## config.mk

```make
export PLATFORM = sky130hd
export DESIGN_NAME = morse_sequencer_flat
export DESIGN_NICKNAME = d
export VERILOG_FILES = /design/src/rtl/morse_sequencer_if.sv /design/src/rtl/morse_sequencer.sv /design/src/flat_wrapper.sv
export SDC_FILE = /design/constraint.sdc
export NUM_CORES = 1
export LEC_CHECK = 0
export BUFFER_PORTS_ARGS = -buffer_cell sky130_fd_sc_hd__buf_4
export CAP_MARGIN = 10
export CORE_UTILIZATION = 40
export DETAILED_ROUTE_END_ITERATION = 16
export PLACE_DENSITY = 0.62
export SYNTH_ARGS = -nofsm -noshare
export SYNTH_HDL_FRONTEND = slang
export SYNTH_SLANG_ARGS = --single-unit
```

## constraint.sdc

```tcl
create_clock -name clk_24 -period 2.7 [get_ports clk_24]
set_clock_uncertainty 0.1 [all_clocks]
set_input_delay 0.27 -clock clk_24 [delete_from_list [all_inputs] [get_ports clk_24]]
set_output_delay 0.27 -clock clk_24 [all_outputs]
set_load 0.05 [all_outputs]
```

## src/rtl/morse_sequencer_if.sv

```systemverilog
// Character/converter/keying signal bundle for the Morse sequencer.
// The master side is the character source plus the ASCII-to-Morse converter.
// The slave side is the sequencer itself.
interface morse_sequencer_if;
    logic       char_valid;
    logic [6:0] char_in;
    logic       char_ready;
    logic [6:0] ascii_code;
    logic [6:0] morse_code;
    logic [2:0] morse_len;
    logic       key_out;
    logic       busy;

    modport master (
        output char_valid, char_in, morse_code, morse_len,
        input  char_ready, ascii_code, key_out, busy
    );

    modport slave (
        input  char_valid, char_in, morse_code, morse_len,
        output char_ready, ascii_code, key_out, busy
    );
endinterface

```

## src/rtl/morse_sequencer.sv

```systemverilog
// Morse character sequencer.
// Accepts one ASCII character, waits out the converter's registered lookup,
// then keys the dots and dashes with standard unit timing. A trailing gap
// follows every character, and a word gap follows a space.
module morse_sequencer #(
    parameter int unsigned UNIT_CYCLES = 2400000
) (
    input  logic              clk_24,
    input  logic              rst_n,
    morse_sequencer_if.slave  bus
);

    localparam int unsigned CYC_W = $clog2(UNIT_CYCLES + 1);
    localparam logic [CYC_W-1:0] CYC_LAST = CYC_W'(UNIT_CYCLES - 1);

    typedef enum logic [2:0] {
        IDLE,
        LOOKUP,
        MARK,
        SPACE,
        GAP
    } state_t;

    state_t           state_q, state_d;
    logic             key_out_q, key_out_d;
    logic [6:0]       ascii_q, ascii_d;
    logic             lk_q, lk_d;
    logic [CYC_W-1:0] cyc_q, cyc_d;
    logic [1:0]       unit_q, unit_d;
    logic [6:0]       code_q, code_d;
    logic [2:0]       len_q, len_d;
    logic [2:0]       idx_q, idx_d;

    logic             timed;
    logic             expired;
    logic [3:0]       idx_nxt;

    // A timed state ends once both the cycle and the unit counter are at terminal count.
    assign timed   = (state_q == MARK) || (state_q == SPACE) || (state_q == GAP);
    assign expired = (cyc_q == CYC_LAST) && (unit_q == 2'd0);
    assign idx_nxt = {1'b0, idx_q} + 4'd1;

    // Next-state logic: handshake, lookup wait, element sequencing and unit counting.
    always_comb begin
        state_d = state_q;
        ascii_d = ascii_q;
        lk_d    = lk_q;
        cyc_d   = cyc_q;
        unit_d  = unit_q;
        code_d  = code_q;
        len_d   = len_q;
        idx_d   = idx_q;

        // Free-running unit timer; state entries below override it with a reload.
        if (timed) begin
            if (cyc_q == CYC_LAST) begin
                cyc_d  = '0;
                unit_d = unit_q - 2'd1;
            end else begin
                cyc_d  = cyc_q + CYC_W'(1);
            end
        end

        case (state_q)
            IDLE: begin
                if (bus.char_valid) begin
                    ascii_d = bus.char_in;
                    lk_d    = 1'b0;
                    state_d = LOOKUP;
                end
            end

            LOOKUP: begin
                // Second LOOKUP cycle sees the converter's registered result.
                if (!lk_q) begin
                    lk_d = 1'b1;
                end else begin
                    code_d = bus.morse_code;
                    len_d  = bus.morse_len;
                    idx_d  = 3'd0;
                    cyc_d  = '0;
                    if ((ascii_q == 7'd32) || (bus.morse_len == 3'd7)) begin
                        // 4 units here plus the previous character's 3-unit gap make a word gap.
                        state_d = GAP;
                        unit_d  = 2'd3;
                    end else if (bus.morse_len == 3'd0) begin
                        state_d = IDLE;
                        unit_d  = 2'd0;
                    end else begin
                        state_d = MARK;
                        unit_d  = bus.morse_code[0] ? 2'd2 : 2'd0;
                    end
                end
            end

            MARK: begin
                if (expired) begin
                    cyc_d = '0;
                    if (idx_nxt < {1'b0, len_q}) begin
                        state_d = SPACE;
                        unit_d  = 2'd0;
                        idx_d   = idx_nxt[2:0];
                    end else begin
                        state_d = GAP;
                        unit_d  = 2'd2;
                    end
                end
            end

            SPACE: begin
                if (expired) begin
                    state_d = MARK;
                    cyc_d   = '0;
                    unit_d  = code_q[idx_q] ? 2'd2 : 2'd0;
                end
            end

            GAP: begin
                if (expired) begin
                    state_d = IDLE;
                end
            end

            default: state_d = IDLE;
        endcase

        // Key is registered so it rises on the same edge that enters MARK.
        key_out_d = (state_d == MARK);
    end

    // State and datapath registers; reset drops the key line without a clock.
    always_ff @(posedge clk_24 or negedge rst_n) begin
        if (!rst_n) begin
            state_q   <= IDLE;
            key_out_q <= 1'b0;
            ascii_q   <= 7'd0;
            lk_q      <= 1'b0;
            cyc_q     <= '0;
            unit_q    <= 2'd0;
            code_q    <= 7'd0;
            len_q     <= 3'd0;
            idx_q     <= 3'd0;
        end else begin
            state_q   <= state_d;
            key_out_q <= key_out_d;
            ascii_q   <= ascii_d;
            lk_q      <= lk_d;
            cyc_q     <= cyc_d;
            unit_q    <= unit_d;
            code_q    <= code_d;
            len_q     <= len_d;
            idx_q     <= idx_d;
        end
    end

    assign bus.char_ready = (state_q == IDLE);
    assign bus.busy       = (state_q != IDLE);
    assign bus.key_out    = key_out_q;
    assign bus.ascii_code = ascii_q;

endmodule
```

## src/flat_wrapper.sv

```systemverilog
// flat-port wrapper written by rule: the top's interface ports become plain ports
module morse_sequencer_flat 
#(
    parameter int unsigned UNIT_CYCLES = 2400000
)
  (clk_24, rst_n, bus_char_valid, bus_char_in, bus_morse_code, bus_morse_len, bus_char_ready, bus_ascii_code, bus_key_out, bus_busy);
  morse_sequencer_if bus_i ();
  input  logic clk_24;
  input  logic rst_n;
  input wire logic [$bits(bus_i.char_valid)-1:0] bus_char_valid;
  input wire logic [$bits(bus_i.char_in)-1:0] bus_char_in;
  input wire logic [$bits(bus_i.morse_code)-1:0] bus_morse_code;
  input wire logic [$bits(bus_i.morse_len)-1:0] bus_morse_len;
  output wire logic [$bits(bus_i.char_ready)-1:0] bus_char_ready;
  output wire logic [$bits(bus_i.ascii_code)-1:0] bus_ascii_code;
  output wire logic [$bits(bus_i.key_out)-1:0] bus_key_out;
  output wire logic [$bits(bus_i.busy)-1:0] bus_busy;
  assign bus_i.char_valid = bus_char_valid;
  assign bus_i.char_in = bus_char_in;
  assign bus_i.morse_code = bus_morse_code;
  assign bus_i.morse_len = bus_morse_len;
  assign bus_char_ready = bus_i.char_ready;
  assign bus_ascii_code = bus_i.ascii_code;
  assign bus_key_out = bus_i.key_out;
  assign bus_busy = bus_i.busy;
  morse_sequencer #(.UNIT_CYCLES(UNIT_CYCLES)) u_core (.clk_24(clk_24), .rst_n(rst_n), .bus(bus_i));
endmodule
```

# --- After elaboration in Yosys (flattened, before gate mapping) ---
# Cells that the tools add are included.
totals:
  reg_bits: 49
  input_bits: 20
  out_inout_bits: 10
classes:
  n_addsub: 3
  n_lt_le_gt_ge: 2
  n_eq_ne: 12
  n_mux: 33
  n_reduce_logical: 15
ops:
  columns: ["cell", "n"]
  rows:
  - ["two-way mux 22 bit", 4]
  - ["one-hot mux 22 bit (2 select lines)", 1]
  - ["two-way mux 3 bit", 10]
  - ["adder 22 x 1 -> 22 bit (second input constant)", 1]
  - ["== test 22 bit (second input constant)", 1]
  - ["two-way mux 2 bit", 11]
  - ["one-hot mux 3 bit (5 select lines)", 1]
  - ["== test 3 x 2 -> 1 bit (second input constant)", 3]
  - ["== test 7 x 6 -> 1 bit (second input constant)", 1]
  - ["== test 3 bit (second input constant)", 2]
  - ["zero test 3 bit", 2]
  - ["one-hot mux 2 bit (3 select lines)", 1]
  - ["one-hot mux 3 bit (2 select lines)", 1]
  - ["AND reduction 2 bit", 3]
  - ["adder 3 x 1 -> 4 bit (second input constant)", 1]
  - ["less-than comparator 3 x 4 -> 1 bit (second input constant)", 1]
  - ["less-than comparator 4 x 3 -> 1 bit", 1]
  - ["!= test 2 x 1 -> 1 bit (second input constant)", 2]
  - ["!= test 2 bit (second input constant)", 2]
  - ["AND reduction 4 bit", 1]
  - ["nonzero test 2 bit", 2]
  - ["binary-select mux 1 bit (select 3 bit)", 1]
  - ["== test 3 x 1 -> 1 bit (second input constant)", 1]
  - ["logical OR 1 bit", 3]
  - ["other kinds (7)", 8]

# --- Logic depth before layout (Yosys ltp) ---
# Gate-level depths: netlist of run 1.
logic_depth:
  ltp_word: 6
  mapped_depth: 9
  depth_no_buf: 8

# --- Least setup slack after synthesis of run 1 ---
# OpenSTA, ideal clock, no wires.
synth_timing:
  kind: "register -> register"
  startpoint: "register u_core.state_q[1]"
  endpoint: "register u_core.ascii_q[0] (netlist: u_core.bus.ascii_code[0])"
  setup_ps: 125
  t_arrival_ps: 2243
  slack_ps: 232
  path_stages_with_launch: 7
  n_path_buf: 1
  cell_sequence: "dfrtp_1 nor2_1 nand2_1 inv_1 and2_1 clkbuf_1 mux2_2"
synth_via:
  elab_chain_cells: 2
synth_lines:
  columns: ["item", "line_no", "rtl"]
  rows:
  - ["start: declaration", "morse_sequencer.sv:24", "state_t state_q, state_d;"]
  - ["start signal: assignment", "morse_sequencer.sv:144", "state_q <= state_d;"]
  - ["zero test 3 bit", null, null]
  - ["named net bus_char_ready", "flat_wrapper.sv:14", "output wire logic [$bits(bus_i.char_ready)-1:0] bus_char_ready;"]
  - ["AND reduction 2 bit (no line)", null, null]
  - ["end signal: assignment", "morse_sequencer.sv:146", "ascii_q <= ascii_d;"]
  - ["end: declaration", "morse_sequencer.sv:26", "logic [6:0] ascii_q, ascii_d;"]
# The timed path passes the listed nets, and every way through them passes these cells.
# A chain may end at the register's enable or synchronous reset.

# --- Worst setup path in the final report of run 1 ---
layout_timing:
  startpoint: "register u_core.idx_q[0]"
  endpoint: "register u_core.idx_q[2]"
layout_via:
  elab_chain_cells: 4
  elab_cells_between_ends: 7
  cone_classes: "1 x add/sub; 1 x order compare; 1 x eq/ne; 3 x mux; 1 x reduce/logical"
layout_lines:
  columns: ["item", "line_no", "rtl"]
  rows:
  - ["start: declaration", "morse_sequencer.sv:32", "logic [2:0] idx_q, idx_d;"]
  - ["start signal: assignment", "morse_sequencer.sv:152", "idx_q <= idx_d;"]
  - ["adder 3 x 1 -> 4 bit *", "morse_sequencer.sv:41", "assign idx_nxt = {1'b0, idx_q} + 4'd1;"]
  - ["less-than comparator 4 x 3 -> 1 bit / two-way mux 3 bit (equally long branches)", "morse_sequencer.sv:99", "if (idx_nxt < {1'b0, len_q}) begin"]
  - ["!= test 2 bit (no line) / two-way mux 3 bit (equally long branches)", null, null]
  - ["AND reduction 4 bit (no line) / one-hot mux 3 bit (2 select lines) (equally long branches)", null, null]
# Every way passes the cells marked *; elsewhere a longest branch is shown, timed or not. The select of a mux whose other input is x is not followed.

==> flow_summary_export.csv, run 1 <==
group,metric,value,unit
run_status,status,"finished, final reports clean",
drt,wl_per_cell,13.5,um
worst_setup_path,worst_setup_path_start_kind,"flop",
clock_network,numCtsBuffers,5,
clock_network,htree_levels,2,
die,io_pins,30,
clock_network,clk_path_buf_depth,2,
drt,drc,0,
run,maxCapViolations,0,
die,start_util,0.426,
worst_setup_path,cp_common_cell,"ha_1",
logic_synthesis,netlist_instances,265,
drt,vias_per_cell,5.26,
layout,area_delta_synth_final,16.4,%
logic_synthesis,ys.flop_type,"dfrtp_1",
layout,nets,324,
drt,ant_nets,0,
drt,dr.pass1.iters,4,
worst_hold_path,hp-class,"in -> reg",
sta,rsz0062_at_grt,"no",
logic_synthesis,synth_area_per_cell,9.74,um^2
logic_synthesis,yosysTopAreaCell,"dfrtp_1",
clock_network,cts.sinks,49,
worst_setup_path,crit_buf_inv,0,
grt,grt_max_degree,50,
grt,grt_pass1_vias,1791,
worst_setup_path,path_max_fanout,6,
grt,grt_usage,0.164,
clock_network,clock_latency,310,ps
clock_network,post_cts_buffers,0,
sta,tightest_slew,620,ps
grt,gr-total-overflow,0,
logic_synthesis,netlist_area,2580,um^2
sta,fin_setup_tns,0,ps
power,ir_worst_vdd,584,uV
logic_synthesis,synthMuxAreaShare,0.0572,
logic_synthesis,synth-seq-cells,49,
logic_synthesis,synth_compound_area_frac,0.0848,
clock_network,cts_tree,"built",
worst_setup_path,worstPathCellList,"ha_1 > ha_1 > a21boi_0 > o21ai_0 > nand2_1 > or4_4 > mux2_4",
die,die_x,82.3,um
sta,period_needed,2540,ps
logic_synthesis,syn-num-nets,290,
power,power.density,862,nW/um^2
logic_synthesis,synth_fa_ha_area_frac,0.0242,
sta,post-route-period-util,0.942,
sta,relSlewSlack,0.586,
logic_synthesis,ys_top_cells_by_area,"dfrtp_1, nand2_1, xor2_1",
power,fin_total_pwr,2590,uW
worst_setup_path,slowest_delay,540,ps
sta,finalSetupViolCount,0,
logic_synthesis,synthArstFlopShare,1.00,
power,p_leak,0.00142,uW
drt,vias,1973,
place,place_congestion,0.863,
sta,holdWs,45.6,ps
worst_setup_path,r2r_slack,160,ps
layout,fin_util,0.496,
logic_synthesis,synth_xor_area_frac,0.0713,
die,fp-row-count,28,
layout,antenna_cells,0,
worst_setup_path,cp_slowest_cell,"or4_4",
layout,n_fill_cell,587,
sta,drv_slew,0,
worst_setup_path,cp-end-kind,"flop",
sta,finalHoldViolCount,0,
drt,drt-initial-drc-count,97,
grt,antenna_found_initial,0,
die,die_h,82.3,um
clock_network,clockRootBuffer,"clkbuf_8",
place,io_buffers,29,
drt,routed_wl,5.06,mm
sta,fmax,393,MHz
worst_setup_path,cp.arrival,2640,ps
worst_setup_path,crit_required,2790,ps
logic_synthesis,synth_edf_count,0,
die,dieArea,6780,um^2
layout,drive_above_1_share,0.217,
grt,grt_pass1_wl,8.36,mm
worst_setup_path,worstSetupPathType,"reg -> reg",
logic_synthesis,synth_cell_type_count,53,
logic_synthesis,synth_top_family_by_area,"simple AND/OR/NAND/NOR gates",
place,dp_hpwl,3.60,mm
place,place_area,2910,um^2
clock_network,clk_pin_slew,90,ps
logic_synthesis,synth_top_area_share,0.475,
layout,final_area,3010,um^2
logic_synthesis,synth-simple-area-share,0.256,
worst_setup_path,crit_family,"simple AND/OR/NAND/NOR gates",
logic_synthesis,synth_seq_area_share,0.475,
die,core-area,6060,um^2
logic_synthesis,synth-warning-count,0,
==> timing repair <==
item / CTS / global route
endpoints found under the hold margin: 49 / 0
gates resized for setup: 0 / 1
hold buffers: 1 / 0
endpoints found under the setup margin: 0 / 2
==> through the flow <==
stage                     setup slack [ps]  instances
after global placement                 145        366
after global routing                  52.4        375
after detailed placement               105        366
after floorplan                        232        265
final                                  157        375
after CTS                             84.8        375
==> where the power goes <==
| part | internal (uW) | switching [uW] | total [uW] |
|---|---|---|---|
| sequential | 946 | 150 | 1100 |
| combinational | 401 | 663 | 1060 |
| clock | 179 | 252 | 431 |
==> flip-flops by register name, indices dropped and copies added (netlist names) <==
name,flops
u_core.cyc_q,22
u_core.bus.ascii_code,7
u_core.code_q,7
u_core.idx_q,3
u_core.len_q,3
u_core.state_q,3
u_core.unit_q,2
u_core.bus.key_out,1
u_core.lk_q,1
==> cells by family (layout without fill, tap and decap cells) <==
kind of cell	Yosys count	count (layout)
xor gates and xnor gates	21	21
and+or+nand+nor	127	127
DFF	49	49
muxes	12	12
AOI/OAI and AO/OA	31	31
buffers and inverters	20	55
adders and majority gates	5	5
==> cell usage in the layout, fill, tap and decap left out, types with 7 or more instances in the layout <==
master and instances:
nand3_1 10, xor2_1 15, o21ai_0 7, nor2_1 28, nand2_1 44, nand4_1 8
buf_4 37, mux2_2 8, inv_1 9, dfrtp_1 49
==> final cells by class <==
cell class | count | area, um^2 | share of cell area
flip-flops and latches | 49 | 1230 | 0.408
clock inverters | 3 | 17.5 | 0.00583
well taps | 75 | 93.8 | 0.0312
clock buffers | 5 | 68.8 | 0.0229
inverters | 9 | 33.8 | 0.0112
repair buffers | 38 | 288 | 0.0958
multi-input cells | 196 | 1280 | 0.425
==> metal layers <==
metal  vias up  global-route usage  part of all wire
met5         -                   0                 0
met4         0              0.0754             0.017
met3         7              0.0308             0.044
met2        41               0.244              0.44
met1       940               0.231              0.50
li1        985                   -                 -
==> worst paths after layout <==
path                                          to  depth (start not counted)              start
worst min register to register  u_core.code_q[4]                          2   u_core.code_q[4]
worst max-delay path             u_core.idx_q[2]                          7    u_core.idx_q[0]
worst max register to register   u_core.idx_q[2]                          7    u_core.idx_q[0]
min in group asynchronous       u_core.cyc_q[12]                          2              rst_n
max in group asynchronous       u_core.code_q[2]                          2              rst_n
worst min-delay path            u_core.code_q[3]                          3  bus_morse_code[3]
==> tightest hold or removal path: stages <==
cell	delay, ps
buf_4	70
nand2_1	40
nand2_1	40
==> cell usage after synthesis, drive strengths merged (6+ instances only) <==
cell type and number:
nand3 11, inv 9, a21oi 6, mux2 9, and3 6, nand4 9
xor2 15, dfrtp 49, buf 6, o21ai 8, xnor2 6, nand2 44
nor2 28
(Power assumes the default switching activity.)
==> run 2, diff against run 1 <==
--- a/config.mk
+++ b/config.mk
@@ -10,6 +10,7 @@
 export CORE_UTILIZATION = 40
 export DETAILED_ROUTE_END_ITERATION = 16
 export PLACE_DENSITY = 0.62
+export RECOVER_POWER = 50
 export SYNTH_ARGS = -nofsm -noshare
 export SYNTH_HDL_FRONTEND = slang
 export SYNTH_SLANG_ARGS = --single-unit
==> flow_summary_export.csv, run 2 (synthesized netlist as in run 1, its figures left out) <==
group,metric,value,unit
worst_setup_path,worst_setup_path_start_kind,"flop",
power,p_comb_frac,0.404,
place,io_buffers,29,
drt,vias_per_cell,5.28,
run_status,status,"finished, final reports clean",
layout,nets,324,
clock_network,clk_path_buf_depth,2,
worst_setup_path,worstSetupPathType,"reg -> reg",
drt,vias,1979,
sta,fmax,392,MHz
sta,post-route-period-util,0.945,
layout,multiInputGateArea,1280,um^2
grt,grt_usage,0.164,
grt,grt_max_degree,50,
die,dieArea,6780,um^2
drt,routed_wl,5.07,mm
layout,area_delta_synth_final,15.8,%
place,placed_cells,366,
worst_setup_path,r2r_slack,150,ps
power,clkPwrFrac,0.168,
sta,fin_setup_tns,0,ps
clock_network,clock_latency,310,ps
sta,finalHoldViolCount,0,
die,die_h,82.3,um
drt,ant_nets,0,
layout,layout.cells.most_common,"dfrtp_1",
sta,holdWs,45.6,ps
clock_network,cts.sinks,49,
layout,final_area,2990,um^2
grt,gr-total-overflow,0,
power,pwr-share-seq,0.427,
die,io_pins,30,
die,core-area,6060,um^2
grt,antenna_found_initial,0,
sta,period_needed,2550,ps
clock_network,clockRootBuffer,"clkbuf_8",
layout,layout.cells.non_filler,375,
clock_network,htree_levels,2,
die,die_x,82.3,um
sta,tightest_slew,1210,ps
power,p_int,1500,uW
power,p_leak,0.00141,uW
grt,grt_pass1_vias,1791,
drt,wl_per_cell,13.5,um
worst_setup_path,path_max_fanout,6,
place,place_area,2910,um^2
die,fp-row-count,28,
layout,largest_reg_flops,22,
clock_network,clk_pin_slew,90,ps
power,power.density,857,nW/um^2
power,sw_frac_of_total,0.415,
run,maxCapViolations,0,
drt,drc,0,
clock_network,cts_tree,"built",
sta,relSlewSlack,0.196,
worst_setup_path,cp-end-kind,"flop",
worst_setup_path,cp.arrival,2650,ps
sta,finalSetupViolCount,0,
drt,drt-initial-drc-count,99,
sta,rsz0062_at_grt,"no",
layout,drive_above_1_share,0.203,
grt,grt_pass1_wl,8.36,mm
place,dp_hpwl,3.60,mm
worst_hold_path,hp-class,"in -> reg",
place,place_congestion,0.863,
layout,n_fill_cell,590,
power,ir_worst_vdd,565,uV
layout,antenna_cells,0,
clock_network,numCtsBuffers,5,
sta,drv_slew,0,
layout,ff_latch_area,1230,um^2
worst_setup_path,crit_required,2790,ps
die,start_util,0.426,
power,switching_power,1060,uW
drt,dr.pass1.iters,4,
layout,regMostFlops,"u_core.cyc_q",
layout,layout_common_cells,"dfrtp_1, nand2_1, buf_4, nor2_1, xor2_1",
[run 2: cell types whose count changed in the layout (fill, tap and decap cells not counted), sizes merged]
cell	before	now
buf	37	32
clkbuf	5	10
[run 2: area by class of cell]
cell class | instances | share of cell area
well taps | 75 | 0.0314
clock buffers | 5 | 0.0230
flip-flops and latches | 49 | 0.410
clock inverters | 3 | 0.00586
multi-input cells | 196 | 0.428
repair buffers | 38 | 0.0905
inverters | 9 | 0.0113
[run 2: timing repair]
item | 4_1_cts | 5_1_grt
hold buffers | 1 | 0
endpoints found under the hold margin | 49 | 0
buffers inserted | 0 | 0
gates resized for setup | 0 | 1
endpoints found under the setup margin | 0 | 2
[run 2: metal layers]
| layer | share of wire | global-route usage | vias up |
|---|---|---|---|
| li1 | - | - | 985 |
| met1 | 0.50 | 0.231 | 942 |
| met2 | 0.44 | 0.244 | 45 |
| met3 | 0.039 | 0.0308 | 7 |
| met4 | 0.017 | 0.0754 | 0 |
| met5 | 0 | 0 | - |
[run 2: final timing paths]
check,from,endpoint,depth (start not counted)
worst max-delay path,u_core.idx_q[0],u_core.idx_q[2],7
worst min-delay path,bus_morse_code[3],u_core.code_q[3],3
worst max register to register,u_core.idx_q[0],u_core.idx_q[2],7
worst min register to register,u_core.code_q[4],u_core.code_q[4],2
max in group asynchronous,rst_n,u_core.code_q[2],2
min in group asynchronous,rst_n,u_core.cyc_q[12],2
[run 2: power by group through the flow]
stage / clock (uW) / sequential, uW / combinational (uW)
floorplan: 0 / 1290 / 575
global placement: 0 / 1100 / 1060
detailed placement: 0 / 1110 / 1070
CTS: 447 / 1100 / 1070
global route: 471 / 1130 / 1150
finish: 431 / 1090 / 1040
[run 2: critical path, stage by stage (launching register included)]
cell	delay [ps]
dfrtp_1	450
ha_1	330
ha_1	270
a21boi_0	120
o21ai_0	220
nand2_1	100
or4_4	540
mux2_4	310
[run 2: per-stage QoR]
| step | worst slack (ps) | power [uW] | util |
|---|---|---|---|
| 2_1_floorplan | 232 | 1870 | - |
| 3_3_place_gp | 145 | 2160 | 0.479 |
| 3_5_place_dp | 105 | 2180 | 0.479 |
| 4_1_cts | 84.8 | 2620 | 0.495 |
| 5_1_grt | 52.4 | 2750 | 0.493 |
| 6_report | 147 | 2560 | 0.493 |
